`src/rtl/lsu_mem_port_if.sv`:
```
// Bundle of the request, response and memory-port signals of lsu_mem_port.
// The slave side is the load/store unit itself. The master side is the
// environment: the execute stage drives requests and the data memory returns
// the combinational read word.
interface lsu_mem_port_if #(
  parameter int ADDR_WIDTH = 32,
  parameter int DATA_WIDTH = 32
);
  logic                  req_valid;
  logic                  req_ready;
  logic                  req_we;
  logic [2:0]            req_funct3;
  logic [ADDR_WIDTH-1:0] req_addr;
  logic [DATA_WIDTH-1:0] req_wdata;
  logic                  resp_valid;
  logic [DATA_WIDTH-1:0] resp_rdata;
  logic                  resp_err;
  logic [ADDR_WIDTH-1:0] mem_A;
  logic                  mem_WE;
  logic [DATA_WIDTH-1:0] mem_WD;
  logic [DATA_WIDTH-1:0] mem_RD;

  modport slave (
    input  req_valid, req_we, req_funct3, req_addr, req_wdata, mem_RD,
    output req_ready, resp_valid, resp_rdata, resp_err, mem_A, mem_WE, mem_WD
  );

  modport master (
    output req_valid, req_we, req_funct3, req_addr, req_wdata, mem_RD,
    input  req_ready, resp_valid, resp_rdata, resp_err, mem_A, mem_WE, mem_WD
  );
endinterface

```
`src/rtl/lsu_mem_port.sv`:
```
// Load/store initiator between the execute stage and a big-endian,
// byte-addressed data memory. The memory port returns one 32-bit word
// combinationally and writes one word on the clock edge. Sub-word stores are
// done as read-modify-write. Misaligned or illegal requests complete with an
// error and never reach memory.
module lsu_mem_port #(
  parameter int ADDR_WIDTH = 32,
  parameter int DATA_WIDTH = 32
) (
  input  logic          clk,
  input  logic          rst_n,
  lsu_mem_port_if.slave bus
);

  typedef enum logic [2:0] {
    IDLE   = 3'd0,
    LOAD   = 3'd1,
    STORE  = 3'd2,
    RMW_RD = 3'd3,
    RMW_WR = 3'd4,
    RESP   = 3'd5
  } state_t;

  state_t state, state_nxt;

  logic [ADDR_WIDTH-1:0] addr_q;
  logic [2:0]            f3_q;
  logic [DATA_WIDTH-1:0] wdata_q;
  logic [DATA_WIDTH-1:0] merged_q;
  logic [DATA_WIDTH-1:0] rdata_q;
  logic                  err_q;

  logic                  req_ready;
  logic                  resp_valid;
  logic [ADDR_WIDTH-1:0] mem_a;
  logic                  mem_we;
  logic [DATA_WIDTH-1:0] mem_wd;
  logic                  accept;
  logic                  req_bad;

  // Extract the addressed byte/halfword from the top of the big-endian word.
  function automatic logic [DATA_WIDTH-1:0] load_extract(
    input logic [2:0]            f3,
    input logic [DATA_WIDTH-1:0] rd
  );
    case (f3)
      3'b000:  return {{24{rd[31]}}, rd[31:24]};
      3'b001:  return {{16{rd[31]}}, rd[31:16]};
      3'b100:  return {24'd0, rd[31:24]};
      3'b101:  return {16'd0, rd[31:16]};
      default: return rd;
    endcase
  endfunction

  // Insert the store byte/halfword at the top of the word and keep the rest.
  function automatic logic [DATA_WIDTH-1:0] rmw_merge(
    input logic        half,
    input logic [15:0] wd,
    input logic [23:0] rd_lo
  );
    if (half) return {wd, rd_lo[15:0]};
    return {wd[7:0], rd_lo};
  endfunction

  // An illegal encoding or a misaligned halfword/word address is an error.
  function automatic logic req_error(
    input logic       we,
    input logic [2:0] f3,
    input logic [1:0] a
  );
    logic illegal;
    logic misaligned;
    if (we) illegal = !(f3 == 3'b000 || f3 == 3'b001 || f3 == 3'b010);
    else    illegal = (f3 == 3'b011) || (f3[2:1] == 2'b11);
    misaligned = ((f3[1:0] == 2'b01) && a[0]) ||
                 ((f3[1:0] == 2'b10) && (a != 2'b00));
    return illegal || misaligned;
  endfunction

  assign accept  = (state == IDLE) && bus.req_valid;
  assign req_bad = req_error(bus.req_we, bus.req_funct3, bus.req_addr[1:0]);

  // State register; reset returns to IDLE at once, which drops mem_WE.
  always_ff @(posedge clk or negedge rst_n) begin
    if (!rst_n) state <= IDLE;
    else        state <= state_nxt;
  end

  // Next state and the memory/handshake outputs, decoded from the state.
  always_comb begin
    state_nxt  = state;
    req_ready  = 1'b0;
    resp_valid = 1'b0;
    mem_a      = '0;
    mem_we     = 1'b0;
    mem_wd     = '0;
    case (state)
      IDLE: begin
        req_ready = 1'b1;
        if (bus.req_valid) begin
          if (req_bad)          state_nxt = RESP;
          else if (!bus.req_we) state_nxt = LOAD;
          else if (bus.req_funct3[1]) state_nxt = STORE;
          else                  state_nxt = RMW_RD;
        end
      end
      LOAD: begin
        mem_a     = addr_q;
        state_nxt = RESP;
      end
      STORE: begin
        mem_a     = addr_q;
        mem_we    = 1'b1;
        mem_wd    = wdata_q;
        state_nxt = RESP;
      end
      RMW_RD: begin
        mem_a     = addr_q;
        state_nxt = RMW_WR;
      end
      RMW_WR: begin
        mem_a     = addr_q;
        mem_we    = 1'b1;
        mem_wd    = merged_q;
        state_nxt = RESP;
      end
      RESP: begin
        resp_valid = 1'b1;
        state_nxt  = IDLE;
      end
      default: state_nxt = IDLE;
    endcase
  end

  // Response registers, written only on the transition into RESP.
  always_ff @(posedge clk or negedge rst_n) begin
    if (!rst_n) begin
      rdata_q <= '0;
      err_q   <= 1'b0;
    end else begin
      if (accept && req_bad) begin
        rdata_q <= '0;
        err_q   <= 1'b1;
      end else if (state == LOAD) begin
        rdata_q <= load_extract(f3_q, bus.mem_RD);
        err_q   <= 1'b0;
      end else if (state == STORE || state == RMW_WR) begin
        rdata_q <= '0;
        err_q   <= 1'b0;
      end
    end
  end

  // Request latch at acceptance and the merged word captured in RMW_RD.
  always_ff @(posedge clk) begin
    if (accept) begin
      addr_q  <= bus.req_addr;
      f3_q    <= bus.req_funct3;
      wdata_q <= bus.req_wdata;
    end
    if (state == RMW_RD)
      merged_q <= rmw_merge(f3_q[0], wdata_q[15:0], bus.mem_RD[23:0]);
  end

  assign bus.req_ready  = req_ready;
  assign bus.resp_valid = resp_valid;
  assign bus.resp_rdata = rdata_q;
  assign bus.resp_err   = err_q;
  assign bus.mem_A      = mem_a;
  assign bus.mem_WE     = mem_we;
  assign bus.mem_WD     = mem_wd;

endmodule
```
`src/flat_wrapper.sv`:
```
// flat-port wrapper written by rule: the top's interface ports become plain ports
module lsu_mem_port_flat 
#(
  parameter int ADDR_WIDTH = 32,
  parameter int DATA_WIDTH = 32
)
  (clk, rst_n, bus_req_valid, bus_req_we, bus_req_funct3, bus_req_addr, bus_req_wdata, bus_mem_RD, bus_req_ready, bus_resp_valid, bus_resp_rdata, bus_resp_err, bus_mem_A, bus_mem_WE, bus_mem_WD);
  lsu_mem_port_if #(.ADDR_WIDTH(ADDR_WIDTH), .DATA_WIDTH(DATA_WIDTH)) bus_i ();
  input  logic clk;
  input  logic rst_n;
  input wire logic [$bits(bus_i.req_valid)-1:0] bus_req_valid;
  input wire logic [$bits(bus_i.req_we)-1:0] bus_req_we;
  input wire logic [$bits(bus_i.req_funct3)-1:0] bus_req_funct3;
  input wire logic [$bits(bus_i.req_addr)-1:0] bus_req_addr;
  input wire logic [$bits(bus_i.req_wdata)-1:0] bus_req_wdata;
  input wire logic [$bits(bus_i.mem_RD)-1:0] bus_mem_RD;
  output wire logic [$bits(bus_i.req_ready)-1:0] bus_req_ready;
  output wire logic [$bits(bus_i.resp_valid)-1:0] bus_resp_valid;
  output wire logic [$bits(bus_i.resp_rdata)-1:0] bus_resp_rdata;
  output wire logic [$bits(bus_i.resp_err)-1:0] bus_resp_err;
  output wire logic [$bits(bus_i.mem_A)-1:0] bus_mem_A;
  output wire logic [$bits(bus_i.mem_WE)-1:0] bus_mem_WE;
  output wire logic [$bits(bus_i.mem_WD)-1:0] bus_mem_WD;
  assign bus_i.req_valid = bus_req_valid;
  assign bus_i.req_we = bus_req_we;
  assign bus_i.req_funct3 = bus_req_funct3;
  assign bus_i.req_addr = bus_req_addr;
  assign bus_i.req_wdata = bus_req_wdata;
  assign bus_i.mem_RD = bus_mem_RD;
  assign bus_req_ready = bus_i.req_ready;
  assign bus_resp_valid = bus_i.resp_valid;
  assign bus_resp_rdata = bus_i.resp_rdata;
  assign bus_resp_err = bus_i.resp_err;
  assign bus_mem_A = bus_i.mem_A;
  assign bus_mem_WE = bus_i.mem_WE;
  assign bus_mem_WD = bus_i.mem_WD;
  lsu_mem_port #(.ADDR_WIDTH(ADDR_WIDTH), .DATA_WIDTH(DATA_WIDTH)) u_core (.clk(clk), .rst_n(rst_n), .bus(bus_i));
endmodule
```
`config.mk`:
```
export PLATFORM = sky130hd
export DESIGN_NAME = lsu_mem_port_flat
export DESIGN_NICKNAME = d
export VERILOG_FILES = /design/src/rtl/lsu_mem_port_if.sv /design/src/rtl/lsu_mem_port.sv /design/src/flat_wrapper.sv
export SDC_FILE = /design/constraint.sdc
export NUM_CORES = 1
export LEC_CHECK = 0
export CAP_MARGIN = 20
export CORE_ASPECT_RATIO = 1.25
export CORE_UTILIZATION = 42
export CTS_CLUSTER_DIAMETER = 200
export DETAILED_ROUTE_END_ITERATION = 8
export DONT_BUFFER_PORTS = 1
export PLACE_DENSITY = 0.58
export SLEW_MARGIN = 15
export SYNTH_ARGS = -nofsm -noshare
export SYNTH_HDL_FRONTEND = slang
export SYNTH_SLANG_ARGS = --single-unit
export TNS_END_PERCENT = 50
```
`constraint.sdc`:
```
create_clock -name clk -period 4.7 [get_ports clk]
set_input_delay 0.47 -clock clk [delete_from_list [all_inputs] [get_ports clk]]
set_output_delay 0.47 -clock clk [all_outputs]
set_load 0.02 [all_outputs]
```
; After elaboration in Yosys (flattened, before gate mapping)
; Index checks and enable logic that the tools add are counted.
[totals]
ff_bits = 135
inputBits = 103
out_inout_bits = 100
[op_classes]
n_eq_ne = 15
muxes = 22
n_reduce_logical = 19
[op_table]
columns = op, n
row1 = $mux W32, 6
row2 = $pmux W32 S4, 1
row3 = $pmux W32 S2, 1
row4 = $eq A3 B2 Y1 const B, 4
row5 = $eq A3 B3 Y1 const B, 4
row6 = $mux W1, 10
row7 = $eq A3 B1 Y1 const B, 3
row8 = $logic_not A3 Y1, 3
row9 = $mux W3, 3
row10 = $pmux W3 S3, 1
row11 = $logic_or A1 B1 Y1, 6
row12 = $eq A2 B2 Y1 const B, 2
row13 = $logic_and A1 B1 Y1, 4
row14 = $reduce_or A4 Y1, 1
row15 = $reduce_bool A3 Y1, 1
row16 = $reduce_or A3 Y1, 1
row17 = $eq A2 B1 Y1 const B, 1
row18 = $ne A2 B2 Y1 const B, 1
row19 = $reduce_bool A2 Y1, 1
row20 = $reduce_or A2 Y1, 1
row21 = $logic_not A1 Y1, 1

; Depth between registers and ports, before layout
; Gate-level depths: netlist of the first run.
[logic_depth]
ltp_word = 9
depth_mapped = 6
ltp_nobuf = 3

; Worst setup path after synthesis of the first run
; Ideal clock, no wire load.
[synth_path]
path_kind = reg2reg
start = register u_core.state[0]
end = register u_core.addr_q[0] (enable)
setup_time_ns = 0.421
arrival_ns = 2.334
required_ns = 4.279
setup_slack_ns = 1.945
stages_incl_launch_ff = 4
n_path_buf = 1
synth_period_minus_slack_ns = 2.755
path_cell_list = dfrtp_1 > buf_6 > or4b_4 > inv_1
[synth_via]
elab_chain_cells = 2
[synth_rtl]
columns = item, line
row1 = "start, declared", lsu_mem_port.sv:24  ; state_t state, state_nxt;
row2 = "start signal, assigned", lsu_mem_port.sv:86  ; else state <= state_nxt;
row3 = $logic_not A3 Y1, lsu_mem_port.sv:80  ; assign accept = (state == IDLE) && bus.req_valid;
row4 = $logic_and A1 B1 Y1, lsu_mem_port.sv:80
row5 = net u_core.accept, lsu_mem_port.sv:38  ; logic accept;
row6 = "end signal, assigned", lsu_mem_port.sv:157  ; addr_q <= bus.req_addr;
row7 = "end, declared", lsu_mem_port.sv:26  ; logic [ADDR_WIDTH-1:0] addr_q;
; The timed path passes the listed nets, and every way through them passes these cells.
; A chain may end at the register's enable or synchronous reset.

; Final worst setup path of the first run
[layout_path]
start = register u_core.state[2]
end = output port bus_mem_A[14]
[layout_via]
elab_chain_cells = 3
word_cells_on_any_way = 6
cone_classes = 4 x eq/ne / 1 x mux / 1 x reduce/logical
[layout_rtl]
columns = item, line
row1 = "$eq A3 B2 Y1, or another cell as far along", lsu_mem_port.sv:97  ; case (state)
row2 = $reduce_or A4 Y1 (no line) (*), --
row3 = $mux W32 (*), lsu_mem_port.sv:97
row4 = "end, declared", flat_wrapper.sv:21  ; output wire logic [$bits(bus_i.mem_A)-1:0] bus_mem_A;
; Mark *: on every way between the ends. The rest lies on a longest branch, timed or not.

==> results of run 1 <==
==> per-layer routing <==
metal / vias to the layer above / track usage / wire (um)
li1: 1461 / - / -
met1: 1587 / 0.236 / 5280
met2: 135 / 0.309 / 6520
met3: 19 / 0.0630 / 815
met4: 0 / 0.0986 / 329
met5: - / 0 / 0
==> layout make-up <==
class,instances,area (um2),area share
repair buffers,12,113,0.0176
inverters,10,37.5,0.00585
clock inverters,14,181,0.0283
multi-input cells,201,1560,0.243
clock buffers,18,439,0.0684
flip-flops and latches,135,3870,0.604
well taps,168,210,0.0328
==> worst paths after layout <==
| check | cells past startpoint | endpoint | start | slack, ns |
|---|---|---|---|---|
| max in group asynchronous | 2 | u_core.state[2] | rst_n | 3.97 |
| min in group asynchronous | 2 | u_core.bus.resp_rdata[17] | rst_n | 0.53 |
| min | 1 | u_core.state[1] | bus_req_funct3[2] | 0.13 |
| max reg2reg | 3 | u_core.wdata_q[18] | u_core.state[2] | 2.11 |
| min reg2reg | 1 | u_core.merged_q[26] | u_core.wdata_q[10] | 0.59 |
| max | 4 | bus_mem_A[14] | u_core.state[2] | 1.64 |
==> report_power, final <==
group / leakage [uW] / internal [uW] / switching, uW
clock network: 0.000301 / 895 / 487
registers: 0.00137 / 1500 / 244
logic: 0.000644 / 338 / 725
total: 0.00231 / 2730 / 1460
==> sequential cells by signal, summed over array words and instances (netlist names) <==
signal,flops
u_core.addr_q,32
u_core.bus.resp_err,1
u_core.bus.resp_rdata,32
u_core.f3_q,3
u_core.merged_q,32
u_core.state,3
u_core.wdata_q,32
==> logic make-up (layout without fill, tap and decap cells) <==
logic type / Yosys count / after routing
flip-flops: 135 / 135
multiplexers: 24 / 24
XOR/XNOR: 1 / 1
AND/OR/NAND/NOR: 77 / 77
AO/OA/AOI/OAI: 99 / 99
buffers and inverters: 37 / 54
==> placed cells by master (no fill, tap or decap), types with 2 or more instances in the layout <==
cell / instances
nor3b_2: 3
nand2b_1: 16
mux2i_1: 8
buf_4: 8
dfrtp_1: 36
mux2_2: 16
o32ai_1: 7
bufinv_16: 4
and2_1: 32
a32o_1: 25
o21ai_0: 17
nor3_1: 3
a21oi_1: 3
a22o_1: 32
edfxtp_1: 99
clkinv_2: 6
inv_1: 9
buf_6: 2
nand2_1: 11
nor2_1: 2
o21a_1: 2
clkinvlp_4: 3
a211oi_1: 7
clkbuf_16: 17
==> synth_stat cells (2+ instances only) <==
cell type  instances
and2_1            32
a21oi_1            3
o32ai_1            7
mux2_2            16
clkbuf_1          20
edfxtp_1          99
nor3_1             3
o21a_1             2
mux2i_1            8
inv_1             10
nor2_1             3
nand2_1           11
dfrtp_1           36
nor3b_1            3
a32o_1            25
buf_6              4
nand2b_1          16
buf_2              2
a211oi_1           7
o21ai_0           17
a22o_1            32
==> metrics by stage <==
step,hold WS [ns],setup WS (ns)
after floorplan,0.174,1.95
after global placement,0.175,2.02
after detailed placement,0.175,2.04
after CTS,0.105,1.59
after global routing,0.111,1.45
final,0.128,1.64
==> results_dict.tcl, run 1 <==
set metrics [dict create \
    status "finished, final reports clean" \
    synthMuxAreaShare 0.0466 \
    antennaDiodeCount 0 \
    fin_cells 558 \
    syn_nets 476 \
    drv_cap 0 \
    die-area_um2 13800 \
    hpwl_um 9020 \
    hp-class "primary input to register" \
    ctsLongestPathBuffers 2 \
    syn_avg_cell_area_um2 15.0 \
    grt_pass1_vias 3212 \
    worst-path-buf-inv 1 \
    yosysUniqueCellTypes 38 \
    dp_cells 523 \
    clock_skew_ns 0.00861 \
    finalSetupViolations 0 \
    cts_resized 0 \
    ys_seq_area_frac 0.694 \
    htreeDepth 4 \
    wl_per_cell_um 23.2 \
    yosysWarnings 0 \
    synth-compound-area-share 0.144 \
    p_leak_uw 0.00231 \
    slew-limit-headroom 0.338 \
    synth_top_area_cell "edfxtp_1" \
    portBuffers 0 \
    postSynthCellCount 373 \
    clk_latency_ns 0.42 \
    cp_cell_sequence "nor3_1 > nor2_1 > buf_4 > and2_1" \
    grt_pass1_wl_um 19100 \
    setup_tns_ns 0 \
    coreArea_um2 12800 \
    initial_core_util 0.435 \
    critPathKind "register to primary output" \
    timing_hold_violations_final 0 \
    min_period_ns 3.06 \
    timing.fmax_ghz 0.326 \
    dpl_cell_area_um2 5750 \
    cts_hold_buf 2 \
    netlist_area_um2 5590 \
    ys_async_sr_fraction 0.267 \
    drive_gt1_frac 0.172 \
    cp_max_fo 22 \
    areaGrowthSynthToFinish_pct 14.9 \
    ys.flop_type "edfxtp_1" \
    synth-seq-cells 135 \
    overflow 0 \
    crit_slowest_cell "nor3_1" \
    cp.required_ns 4.23 \
    synth_area_leaders "edfxtp_1 53%, dfrtp_1 16%, a22o_1 5.0%" \
    worst_slew_pin_slew_ns 0.991 \
    drtAntennaViolNets 0 \
    cts_made_buffers 17 \
    fin_area_um2 6420 \
    synth-edff-count 99 \
    cts_tree "done" \
    cts_setup_buffers 0 \
    cts_root_buf "clkbuf_16" \
    synth-adder-area-share 0 \
    period_share 0.652 \
    rows 46 \
    cts.sinks 135 \
    worstSetupEndpointType "primary output" \
    drt_iter0_drc 145 \
    die_y_um 131 \
    avgViaCountPerCell 5.74 \
    grt_usage 0.193 \
    critPathLaunchType "register" \
    power_uw 4180 \
    p_per_area_nw_per_um2 652 \
    gp_congestion 0.734 \
    synth_top_area_share 0.532 \
    synth-simple-area-share 0.0836 \
    totalWireLength_um 13000 \
    clk_pin_slew_worst_paths_ns 0.05 \
    rsz0062_at_grt "false" \
    die_w_um 105 \
    postLayoutCoreUtil 0.500 \
    finalMaxSlewViolations 0 \
    max_stage_delay_ns 0.82 \
    ir_drop_v 0.000375 \
    grt_max_degree 42 \
    num-nets-final 480 \
    drt_pre_antenna_iters 4 \
    io_pins 203 \
    synth_top_family_by_area "compound AO/OA/AOI/OAI gates" \
    synthXorXnorAreaFrac 0.00157 \
    remaining_drc_errors 0 \
    antenna_found_initial 0 \
    fill_cells 1113 \
    dr_total_vias 3202 \
    cp_top_family "simple AND/OR/NAND/NOR gates" \
    arrival_ns 2.59 \
]
(Power assumes the default switching activity.)
==> inputs of run 2 (changes only) <==
clock period = 2.9 ns   (was 4.7 ns; I/O delays follow)
==> results_dict.tcl, run 2 (same netlist as run 1, synthesis figures left out) <==
set metrics [dict create \
    period_share 0.853 \
    slew-limit-headroom 0.301 \
    ir_drop_v 0.000453 \
    fin_area_um2 7290 \
    cts_tree "done" \
    status "finished, final reports clean" \
    die_w_um 105 \
    coreArea_um2 12800 \
    cts_resized 0 \
    clk_pin_slew_worst_paths_ns 0.06 \
    drtAntennaViolNets 0 \
    fin_cells 643 \
    dp_cells 525 \
    num-nets-final 565 \
    hp-class "primary input to register" \
    finalSetupViolations 0 \
    grt_pass1_wl_um 20700 \
    antennaDiodeCount 0 \
    grt_usage 0.205 \
    io_pins 203 \
    worst_slew_pin_slew_ns 1.05 \
    grt_max_degree 57 \
    antenna_found_initial 0 \
    timing.fmax_ghz 0.404 \
    arrival_ns 2.77 \
    cp_max_fo 26 \
    finalMaxSlewViolations 0 \
    clock_skew_ns 0.00549 \
    timing_hold_violations_final 0 \
    die-area_um2 13800 \
    critPathKind "register to register" \
    overflow 0 \
    drv_cap 0 \
    cts.sinks 135 \
    dr_total_vias 3563 \
    cts_made_buffers 17 \
    drive_gt1_frac 0.139 \
    dpl_cell_area_um2 5780 \
    htreeDepth 4 \
    setup_tns_ns 0 \
    cp.required_ns 3.19 \
    min_period_ns 2.47 \
    totalWireLength_um 14000 \
    die_y_um 131 \
    rows 46 \
    grt_pass1_vias 3592 \
    postLayoutCoreUtil 0.568 \
    remaining_drc_errors 0 \
    clk_latency_ns 0.41 \
    ctsLongestPathBuffers 2 \
    drt_pre_antenna_iters 5 \
    worstSetupEndpointType "register" \
    p_leak_uw 0.00268 \
    cts_root_buf "clkbuf_16" \
    critPathLaunchType "register" \
    initial_core_util 0.435 \
    wl_per_cell_um 21.7 \
    drt_iter0_drc 165 \
    gp_congestion 0.710 \
    avgViaCountPerCell 5.54 \
    final_cell_mix "99 x edfxtp_1, 84 x dlygate4sd3_1, 36 x dfrtp_1" \
    fill_cells 1058 \
    portBuffers 0 \
    cts_setup_buffers 0 \
    layout_commonest_cell "edfxtp_1" \
    hpwl_um 9010 \
    power_uw 6990 \
    areaGrowthSynthToFinish_pct 30.5 \
    p_per_area_nw_per_um2 959 \
    rsz0062_at_grt "false" \
]
-- run 2: through the flow --
| stage | hold WS, ns | worst slack [ns] |
|---|---|---|
| after global routing | 0.0279 | 0.328 |
| after floorplan | -0.00559 | 0.145 |
| after global placement | -0.00443 | 0.513 |
| final | 0.0395 | 0.426 |
| after CTS | 0.0168 | 0.440 |
| after detailed placement | -0.00464 | 0.447 |
-- run 2: worst paths after layout --
check | slack [ns] | to | start | cells after the start
max | 0.43 | u_core.bus.resp_rdata[0] | u_core.state[2] | 3
min | 0.04 | u_core.state[1] | bus_req_we | 1
max reg2reg | 0.43 | u_core.bus.resp_rdata[0] | u_core.state[2] | 3
min reg2reg | 0.58 | u_core.merged_q[30] | u_core.wdata_q[14] | 1
max in group asynchronous | 2.35 | u_core.state[1] | rst_n | 2
min in group asynchronous | 0.36 | u_core.bus.resp_rdata[9] | rst_n | 2
-- run 2: worst max-delay path: stages, from the launching register on --
cell and delay [ns]:
dfrtp_1 0.53, or4b_4 0.63, or3_1 0.78, a32o_1 0.42
-- run 2: area by class of cell --
cell class	count	area [um2]	share of cell area
clock buffer	17	425	0.0584
clock inverter	15	209	0.0287
inverter	10	37.5	0.00515
multi-input combinational	201	1560	0.214
sequential	135	3870	0.532
tap	168	210	0.0288
timing repair buffer	97	971	0.133
-- run 2: power by group --
group	switching, uW	internal [uW]	leakage [uW]
clock	801	1510	0.000305
combinational	1200	643	0.00100
sequential	408	2420	0.00137
-- run 2: routing by layer --
layer / vias up / global-route usage / routed length (um)
met5: - / 0 / 0
met1: 1775 / 0.247 / 5720
met4: 0 / 0.0870 / 242
met3: 21 / 0.0600 / 838
met2: 137 / 0.349 / 7170
li1: 1630 / - / -
-- run 2: timing repair --
action | 4_1_cts | 5_1_grt
setup endpoints to repair | 0 | 0
hold buffers | 85 | 0
hold endpoints to repair | 120 | 0
==> inputs of run 3 (changes only) <==
CELL_PAD_IN_SITES_DETAIL_PLACEMENT = 2   (was unset)
CELL_PAD_IN_SITES_GLOBAL_PLACEMENT = 2   (was unset)
CORE_UTILIZATION = 41   (was 42)
PLACE_DENSITY = 0.8   (was 0.58)
REMOVE_ABC_BUFFERS = 1   (was unset)
==> results_dict.tcl, run 3 (same netlist as run 1, synthesis figures left out) <==
set metrics [dict create \
    min_period_ns 2.57 \
    slew-limit-headroom 0.342 \
    whs_ns 0.0219 \
    worst_slew_pin_slew_ns 0.987 \
    wl_per_cell_um 31.3 \
    critPathKind "register to register" \
    rows 47 \
    p_leak_uw 0.00263 \
    final_cell_mix "99 x edfxtp_1, 84 x dlygate4sd3_1, 36 x dfrtp_1" \
    cp.depth 3 \
    antennaDiodeCount 0 \
    grt_max_degree 68 \
    hold_start "bus_req_we" \
    postLayoutCoreUtil 0.540 \
    clk_latency_ns 0.43 \
    io_pins 203 \
    worst-path-buf-inv 0 \
    die_w_um 106 \
    num-nets-final 566 \
    setup_tns_ns 0 \
    dp_slack_ns 0.384 \
    drt_iter0_drc 211 \
    avgViaCountPerCell 6.04 \
    coreArea_um2 13300 \
    cp_cell_sequence "or4b_4 > or3_1 > a32o_1" \
    areaGrowthSynthToFinish_pct 28.5 \
    drt_pre_antenna_iters 5 \
    ir_drop_v 0.000442 \
    dr_total_vias 3905 \
    cts.sinks 135 \
    setup_ws_ns 0.326 \
    die_y_um 132 \
    worstSetupEndpointType "register" \
    rsz0062_at_grt "false" \
    drtAntennaViolNets 0 \
    critPathLaunchType "register" \
    layout_commonest_cell "edfxtp_1" \
    crit_slowest_cell "or3_1" \
    startpoint "u_core.state[2]" \
    p_per_area_nw_per_um2 949 \
    finalSetupViolations 0 \
    fill_cells 1206 \
    cp.required_ns 3.20 \
    period_share 0.888 \
    remaining_drc_errors 0 \
    cp-endpoint "u_core.bus.resp_rdata[3]" \
    grt_usage 0.298 \
    timing_hold_violations_final 0 \
    grt_pass1_vias 4323 \
    portBuffers 0 \
    hp-class "primary input to register" \
    hpwl_um 11700 \
    status "finished, final reports clean" \
    die-area_um2 14100 \
    worstReg2RegEnd "u_core.bus.resp_rdata[3]" \
    gp_congestion 0.756 \
    cts_tree "done" \
    cp_max_fo 26 \
    timing.fmax_ghz 0.389 \
    r2r_start "u_core.state[2]" \
    cts_made_buffers 17 \
    cp_top_family "simple AND/OR/NAND/NOR gates" \
    finalMaxSlewViolations 0 \
    arrival_ns 2.87 \
    cts_setup_buffers 0 \
    clock_skew_ns 0.0148 \
    rrSetupSlack_ns 0.33 \
    ctsLongestPathBuffers 2 \
    drv_cap 0 \
    multi_input_area_um2 1560 \
    htreeDepth 4 \
    worst-r2r-cell-count 3 \
    register_area_um2 3870 \
    overflow 0 \
    totalWireLength_um 20300 \
    antenna_found_initial 1 \
    max_stage_delay_ns 0.80 \
    initial_core_util 0.420 \
    clk_pin_slew_worst_paths_ns 0.06 \
    cts_root_buf "clkbuf_16" \
    drive_gt1_frac 0.137 \
    grt_pass1_wl_um 29600 \
]
run 3: changes by cell type in the layout (fill, tap and decap cells not counted), sizes merged:
cell / change
buf: +1
bufinv: -4
clkbuf: +4
run 3: worst min-delay path by stage:
stage / slack [ns] / endpoint / depth (start not counted)
after global placement: -0.005 / u_core.bus.resp_rdata[3] / 0
after detailed placement: -0.005 / u_core.bus.resp_rdata[3] / 0
final: 0.02 / u_core.state[1] / 1
after global routing: 0.02 / u_core.state[1] / 1
after floorplan: -0.006 / u_core.bus.resp_err / 0
after CTS: 0.02 / u_core.state[1] / 1
run 3: area by class of cell:
| class | instances | area share |
|---|---|---|
| multi-input cells | 201 | 0.217 |
| clock inverters | 11 | 0.0117 |
| repair buffers | 98 | 0.135 |
| inverters | 10 | 0.00523 |
| clock buffers | 21 | 0.0613 |
| flip-flops and latches | 135 | 0.540 |
| well taps | 171 | 0.0298 |
run 3: what timing repair did:
action                                 CTS  global route
resized for setup                        0             0
hold buffers                            85             0
endpoints found under the hold margin  120             0
setup endpoints to repair                0             0
run 3: worst register-to-register path, delay by kind of cell (launching register included):
kind | cells | cell delay (ns)
and+or+nand+nor | 2 | 1.45
DFF | 1 | 0.55
AOI/OAI and AO/OA | 1 | 0.45
run 3: per-stage QoR:
| stage | instance area (um2) | std cells | total power (uW) |
|---|---|---|---|
| floorplan | 5450 | 346 | 4150 |
| global placement | 5790 | 529 | 4570 |
| detailed placement | 5790 | 529 | 4690 |
| CTS | 7170 | 646 | 6750 |
| global route | 7180 | 647 | 7080 |
| finish | 7180 | 647 | 6820 |
run 3: per-layer routing:
metal / GRT usage / vias up / routed length (um)
met2: 0.531 / 193 / 11200
met1: 0.339 / 2052 / 7290
li1: - / 1635 / -
met5: 0 / - / 0
met3: 0.0872 / 25 / 1410
met4: 0.0995 / 0 / 330
run 3: report_power, final:
group	internal, uW	leakage, uW	switching [uW]	total (uW)
clock	1160	0.000258	821	1980
combinational	630	0.00101	1320	1950
sequential	2430	0.00137	456	2880
total	4220	0.00263	2600	6820
